File: config.mk
export PLATFORM = sky130hd
export DESIGN_NAME = vault_phase_sequencer_flat
export DESIGN_NICKNAME = d
export VERILOG_FILES = /design/src/rtl/vault_phase_sequencer_pkg.sv /design/src/rtl/vault_phase_sequencer_if.sv /design/src/rtl/vault_phase_sequencer_timer.sv /design/src/rtl/vault_phase_sequencer.sv /design/src/flat_wrapper.sv
export SDC_FILE = /design/constraint.sdc
export NUM_CORES = 1
export LEC_CHECK = 0
export CAP_MARGIN = 20
export CORE_MARGIN = 2
export CORE_UTILIZATION = 40
export CTS_CLUSTER_DIAMETER = 80
export DETAILED_ROUTE_END_ITERATION = 8
export PLACE_DENSITY = 0.67
export SLEW_MARGIN = 30
export SYNTH_ARGS = -nofsm -noshare
export SYNTH_HDL_FRONTEND = slang
export SYNTH_HIERARCHICAL = 1
export SYNTH_SLANG_ARGS = --single-unit
File: constraint.sdc
create_clock -name clk -period 2.7 [get_ports clk]
set_input_delay 0.405 -clock clk [delete_from_list [all_inputs] [get_ports clk]]
set_output_delay 0.405 -clock clk [all_outputs]
set_load 0.02 [all_outputs]
File: src/rtl/vault_phase_sequencer_pkg.sv
// vault_pkg: shared state encoding, failure causes and helpers for the vault sequencer
package vault_pkg;
  typedef enum logic [2:0] {IDLE, CLEAR, RUN, FAILED, SUCCESS, LOCKOUT} state_t;
  localparam logic [1:0] FC_NONE = 2'd0;
  localparam logic [1:0] FC_PHASE = 2'd1;
  localparam logic [1:0] FC_TIMEOUT = 2'd2;
  localparam logic [1:0] FC_ABORT = 2'd3;
  function automatic logic [1:0] sat_inc(input logic [1:0] v);
    return v == 2'd3 ? v : v + 2'd1;
  endfunction
endpackage

File: src/rtl/vault_phase_sequencer_if.sv
// vault_phase_sequencer_if: control and status bundle between a controller and the sequencer
interface vault_phase_sequencer_if #(parameter int NUM_PHASES = 5);
  logic start;
  logic abort;
  logic [NUM_PHASES-1:0] phase_done;
  logic [NUM_PHASES-1:0] phase_fail;
  logic [NUM_PHASES-1:0] phase_en;
  logic phase_clr;
  logic [2:0] cur_phase;
  logic busy;
  logic done;
  logic fail;
  logic [1:0] fail_cause;
  logic [1:0] retry_cnt;
  logic locked;
  modport master(output start, abort, phase_done, phase_fail,
                 input phase_en, phase_clr, cur_phase, busy, done, fail, fail_cause, retry_cnt, locked);
  modport slave(input start, abort, phase_done, phase_fail,
                output phase_en, phase_clr, cur_phase, busy, done, fail, fail_cause, retry_cnt, locked);
endinterface

File: src/rtl/vault_phase_sequencer_timer.sv
// vault_cycle_timer: up-counter with clear and a terminal-count flag against a runtime limit
module vault_cycle_timer #(parameter int W = 8) (
  input  logic clk,
  input  logic rst,
  input  logic clr,
  input  logic en,
  input  logic [W-1:0] term,
  output logic tc
);
  logic [W-1:0] cnt;
  always_ff @(posedge clk)
    if (!rst || clr) cnt <= '0;
    else if (en) cnt <= cnt + 1'b1;
  assign tc = cnt == term;
endmodule

File: src/rtl/vault_phase_sequencer.sv
// vault_phase_sequencer: walks the phase units in order with per-phase timeout, retry counting and lockout
module vault_phase_sequencer
  import vault_pkg::*;
#(
  parameter int NUM_PHASES = 5,
  parameter int TIMEOUT_CYCLES = 64,
  parameter int MAX_RETRIES = 3,
  parameter int LOCKOUT_CYCLES = 256
) (
  input logic clk,
  input logic rst,
  vault_phase_sequencer_if.slave bus
);
  localparam int TW = $clog2(TIMEOUT_CYCLES > LOCKOUT_CYCLES ? TIMEOUT_CYCLES : LOCKOUT_CYCLES);
  state_t state, state_n;
  logic [2:0] cur;
  logic [1:0] cause, cause_n, retry, retry_inc;
  logic fail_q, tc, pd, pf, last, timed, go, unlock;
  assign pd = bus.phase_done[cur];
  assign pf = bus.phase_fail[cur];
  assign last = cur == 3'(NUM_PHASES - 1);
  assign retry_inc = sat_inc(retry);
  assign go = (state == IDLE || state == SUCCESS) && bus.start;
  assign unlock = state == LOCKOUT && tc;
  vault_cycle_timer #(.W(TW)) u_timer (
    .clk(clk), .rst(rst),
    .clr(state != RUN && state != LOCKOUT),
    .en(state == RUN || state == LOCKOUT),
    .term(state == LOCKOUT ? TW'(LOCKOUT_CYCLES - 1) : TW'(TIMEOUT_CYCLES - 1)),
    .tc(tc)
  );
  assign timed = tc && !pd;
  always_comb begin
    state_n = state;
    cause_n = cause;
    case (state)
      IDLE:    state_n = bus.start ? CLEAR : IDLE;
      CLEAR:   state_n = bus.abort ? FAILED : RUN;
      RUN:     state_n = bus.abort || pf ? FAILED : pd ? (last ? SUCCESS : CLEAR) : tc ? FAILED : RUN;
      FAILED:  state_n = retry_inc == 2'(MAX_RETRIES) ? LOCKOUT : IDLE;
      SUCCESS: state_n = bus.start ? CLEAR : SUCCESS;
      LOCKOUT: state_n = tc ? IDLE : LOCKOUT;
      default: state_n = IDLE;
    endcase
    cause_n = go || unlock ? FC_NONE
            : (state == CLEAR || state == RUN) && bus.abort ? FC_ABORT
            : state == RUN && pf ? FC_PHASE
            : state == RUN && timed ? FC_TIMEOUT
            : cause;
  end
  always_ff @(posedge clk)
    if (!rst) begin
      state <= IDLE;
      cause <= FC_NONE;
      cur <= '0;
      retry <= '0;
      fail_q <= 1'b0;
    end else begin
      state <= state_n;
      cause <= cause_n;
      cur <= go ? 3'd0 : state == RUN && state_n == CLEAR ? cur + 3'd1 : cur;
      retry <= state == FAILED ? retry_inc : (state == RUN && state_n == SUCCESS) || unlock ? 2'd0 : retry;
      fail_q <= state == FAILED ? 1'b1 : go || unlock ? 1'b0 : fail_q;
    end
  assign bus.phase_en = state == RUN ? NUM_PHASES'(1) << cur : '0;
  assign bus.phase_clr = state == CLEAR;
  assign bus.cur_phase = cur;
  assign bus.busy = state == CLEAR || state == RUN;
  assign bus.done = state == SUCCESS;
  assign bus.fail = fail_q;
  assign bus.fail_cause = cause;
  assign bus.retry_cnt = retry;
  assign bus.locked = state == LOCKOUT;
endmodule

File: src/flat_wrapper.sv
// flat-port wrapper written by rule: the top's interface ports become plain ports
module vault_phase_sequencer_flat import vault_pkg::*;
#(
  parameter int NUM_PHASES = 5,
  parameter int TIMEOUT_CYCLES = 64,
  parameter int MAX_RETRIES = 3,
  parameter int LOCKOUT_CYCLES = 256
)
  (clk, rst, bus_start, bus_abort, bus_phase_done, bus_phase_fail, bus_phase_en, bus_phase_clr, bus_cur_phase, bus_busy, bus_done, bus_fail, bus_fail_cause, bus_retry_cnt, bus_locked);
  vault_phase_sequencer_if #(.NUM_PHASES(NUM_PHASES)) bus_i ();
  input logic clk;
  input logic rst;
  input wire logic [$bits(bus_i.start)-1:0] bus_start;
  input wire logic [$bits(bus_i.abort)-1:0] bus_abort;
  input wire logic [$bits(bus_i.phase_done)-1:0] bus_phase_done;
  input wire logic [$bits(bus_i.phase_fail)-1:0] bus_phase_fail;
  output wire logic [$bits(bus_i.phase_en)-1:0] bus_phase_en;
  output wire logic [$bits(bus_i.phase_clr)-1:0] bus_phase_clr;
  output wire logic [$bits(bus_i.cur_phase)-1:0] bus_cur_phase;
  output wire logic [$bits(bus_i.busy)-1:0] bus_busy;
  output wire logic [$bits(bus_i.done)-1:0] bus_done;
  output wire logic [$bits(bus_i.fail)-1:0] bus_fail;
  output wire logic [$bits(bus_i.fail_cause)-1:0] bus_fail_cause;
  output wire logic [$bits(bus_i.retry_cnt)-1:0] bus_retry_cnt;
  output wire logic [$bits(bus_i.locked)-1:0] bus_locked;
  assign bus_i.start = bus_start;
  assign bus_i.abort = bus_abort;
  assign bus_i.phase_done = bus_phase_done;
  assign bus_i.phase_fail = bus_phase_fail;
  assign bus_phase_en = bus_i.phase_en;
  assign bus_phase_clr = bus_i.phase_clr;
  assign bus_cur_phase = bus_i.cur_phase;
  assign bus_busy = bus_i.busy;
  assign bus_done = bus_i.done;
  assign bus_fail = bus_i.fail;
  assign bus_fail_cause = bus_i.fail_cause;
  assign bus_retry_cnt = bus_i.retry_cnt;
  assign bus_locked = bus_i.locked;
  vault_phase_sequencer #(.NUM_PHASES(NUM_PHASES), .TIMEOUT_CYCLES(TIMEOUT_CYCLES), .MAX_RETRIES(MAX_RETRIES), .LOCKOUT_CYCLES(LOCKOUT_CYCLES)) u_core (.clk(clk), .rst(rst), .bus(bus_i));
endmodule
==> impl_results.md <==
- Die X-Extent: slightly above 60 um
- Grt ovf: 0
- Slew @ Worst Pin: 0.5609 ns
- Vias in the first global route: around 1.1k
- Clock latency on the worst-skew pair: 0.29 ns
- DIE HEIGHT: ~60 um
- Cell leakage power: about 0.6 nW
- Fin crit share: 91.48%
- Synth Area per Inst: between 8 and 9 um^2
- Via count: approximately 1.2k
- Vias/cell: between 5 and 6
- CP dominant cell by count: inv_1
- Clock Tree Buf Depth: 2
- Seq/Total Area, Yosys: between 20% and 30%
- Worst slew margin: a little over three fifths
- Post-layout min period: around 2.5 ns
- Antenna viol nets, final: 0
- Post-CTS Setup Inserts: 0
- Final Hold Viols: 0
- Total track usage: between 10% and 20%
- Core ar.: approximately 3000 um^2
- Peak supply drop: slightly above 0.2 mV
- Initial antenna violation count: 0
- Post-Place Cells: between 200 and 250
- Clk slew on worst S/H paths: approximately 0.090 ns
- Die area: 3645 um^2
- CTS resizes: 0
- Drc violations: 0
- Antenna cells: 0
- Comb power frac: 24.1%
- IO Pins: 31
- # rows: 20
- P&R area growth vs syn: 28.94%
- Switching Share: between 20% and 30%
- Syn Inst Count: between 150 and 200
- Synth unique cells: 45
- Seq cells post-synth: 19
- Initial core utilization: between 40% and 50%
- Netlist Area Pre-Place: roughly 1300 um^2
- HPWL after detailed placement: ~2300 um
- CTS Root Cell: clkbuf_4
- Post-synthesis simple-gate area fraction: 27.36%
- Seq pwr share: 51.9%
- Outcome: finished clean
- # port buffers: 30
- Fmax: about 400 MHz
- Global-route wire length before repair: around 5000 um
- Cts bufs inserted: 3
- Final nets: about 210
- Max-cap viol count: 0
- Worst path max stage delay: slightly above 0.6 ns
- Switching power: 0.1606 mW
- Slew Viols, Final: 0
- Ratio of cells with drive above 1 in the final layout: 10.16%
- Largest family of logic cells by synthesized area: simple AND/OR/NAND/NOR gates
- # setup viols final: 0
- TritonCTS clock tree: built
- CP max FO: 11
- Crit path kind: register to output port
- Post-route insts no fill: 231
- Gpl congestion: approximately 0.79
- Drt wl/cell: 12.20 um
- H-tree depth: 1
- Cell-internal power: roughly 0.42 mW
- Cell Pwr Density: roughly 350 nW/um^2
- Arr. time, crit path: between 2 and 2.5 ns
- Xor/xnor share of the synthesized area: 8.957%
- Routed Wire Length: 2819 um
- Min-delay worst type: register to register
- CP Cell Sequence: inv_1, ha_1, nand3_1, inv_1, clkdlybuf4s50_1
- Clock power share: a little under a quarter
- Fin Setup TNS: 0 ns
- Largest net degree at the start of global routing: 12
- Num Clock Sinks: 19
- Worst setup SP type: register
- Yosys warning count: 6
- RSZ-0062 raised after global routing: false
- Post-synthesis mux area share: 4.823%
- Synth Area in Adders: around 6%
- Synth Area in Compound Gates: 16.93%
- Fillers: slightly below 300
- Crit path max-delay cell type: dfxtp_1
- Clk_skew: about 0.011 ns
- Drt initial violations: 39
- Post-cts hold buffer count: 0
- Worst setup EP type: output port
- DRT Pass-1 Iters: 4
- CP required: 2.30 ns
-- routing by layer --
| metal | global-route usage (%) | vias up | routed length (um) |
|---|---|---|---|
| li1 | - | 599 | - |
| met1 | 20.84 | 540 | 1253 |
| met2 | 30.90 | 23 | 1389 |
| met3 | 3.838 | 2 | 166 |
| met4 | 5.714 | 0 | 10 |
| met5 | 0 | - | 0 |
-- synth_stat cells (all sizes together) --
library cell  number  area (um^2)
a211oi             1        7.510
a21oi             10        50.05
a222oi             1        10.01
a22oi              1        7.510
a31o               1        8.760
a31oi              2        12.51
a32o               1        11.26
and2               3        20.02
and2b              1        8.760
and3               5        31.28
and4               1        8.760
buf                2        22.52
clkbuf             4        17.52
conb               1        3.750
dfxtp             19        380.4
ha                 6        75.07
inv                9        33.78
mux2               3        41.29
mux2i              2        20.02
nand2             12        45.04
nand2b             4        25.02
nand3              4        20.02
nand4              5        37.53
nor2              12        45.04
nor2b              4        25.02
nor3               3        20.02
nor3b              2        25.02
o211ai             1        7.510
o21ai             10        50.04
o21ba              1        10.01
o221ai             1        15.01
o311ai             1        8.760
o31ai              1        7.510
o41ai              1        8.760
or2                1        6.260
or3                3        18.77
or4                1        11.26
xnor2             10        87.58
xor2               3        26.28
-- kinds of logic (layout without fill, tap and decap cells) --
family                     after synthesis  in the layout
other                                    1              6
DFF                                     19             19
adders and majority gates                6              6
xor gates and xnor gates                13             13
and+or+nand+nor                         61             61
AOI/OAI and AO/OA                       33             33
muxes                                    5              5
buffers and inverters                   15             44
-- final timing paths --
check	from	to	slack, ns	cells after the start
setup / recovery	u_core/bus.cur_phase[0]$_SDFFE_PP0P_	bus_phase_en[4]	0.23	5
hold / removal	u_core/bus.fail_cause[0]$_SDFFE_PP0P_	u_core/bus.fail_cause[0]$_SDFFE_PP0P_	0.49	2
setup reg to reg	u_core/state[0]$_SDFF_PN0_	u_core/state[2]$_SDFF_PN0_	0.51	10
hold reg to reg	u_core/bus.fail_cause[0]$_SDFFE_PP0P_	u_core/bus.fail_cause[0]$_SDFFE_PP0P_	0.49	2
-- power by group through the flow --
stage	Combinational (mW)	Clock [mW]	Sequential, mW
after detailed placement	0.138	0	0.306
after floorplan	0.0764	0	0.309
after global placement	0.139	0	0.306
after CTS	0.139	0.148	0.299
after global routing	0.152	0.161	0.302
final	0.139	0.139	0.300
-- critical path, delay by kind of cell (launching register included) --
kind	cells	cell delay, ns
adder cells (fa/ha/maj)	1	0.27
flip-flops	1	0.61
buffers and inverters	3	0.72
AND/OR/NAND/NOR	1	0.18
-- layout by cell type, fill, tap and decap left out, types with 3 or more instances in the layout --
cell type and instances:
dfxtp_1 19, or3_1 3, ha_1 6, inv_1 9, o21ai_0 7, nand2_1 12, nand3_1 4, clkbuf_4 3
nand4_1 4, nor2_1 12, nand2b_1 4, a21oi_1 10, o21ai_1 3, clkdlybuf4s50_1 30, xnor2_1 10, conb_1 6
and3_1 5, nor2b_1 4, xor2_1 3
-- per-stage QoR --
stage | area, um^2 | setup WS, ns | power [mW] | utilization [%] | hold WS, ns
global placement | 1613 | 0.4660 | 0.4445 | 53.26 | 0.4678
finish | 1639 | 0.2301 | 0.5775 | 54.13 | 0.4898
floorplan | 1290 | 0.6901 | 0.3851 | - | 0.4705
global route | 1639 | 0.07071 | 0.6152 | 54.13 | 0.5146
detailed placement | 1613 | 0.4280 | 0.4443 | 53.26 | 0.4766
CTS | 1639 | 0.1998 | 0.5869 | 54.13 | 0.4949
-- registers in the layout (all words and copies together), names as in the netlist --
register	cells
u_core/bus.fail_cause	2
u_core/bus.cur_phase	3
u_core/u_timer/cnt	8
u_core/state	3
u_core/bus.retry_cnt	2
u_core/bus.fail	1
-- area by class of cell --
| cell class | count | area [um^2] | area share (%) |
|---|---|---|---|
| multi-input cells | 124 | 835.8 | 50.99 |
| flip-flops and latches | 19 | 380.4 | 23.21 |
| repair buffers | 31 | 307.8 | 18.78 |
| well taps | 44 | 55.05 | 3.359 |
| inverters | 9 | 33.78 | 2.061 |
| clock buffers | 4 | 26.28 | 1.603 |
No activity file was read; power rests on OpenSTA's default activity.
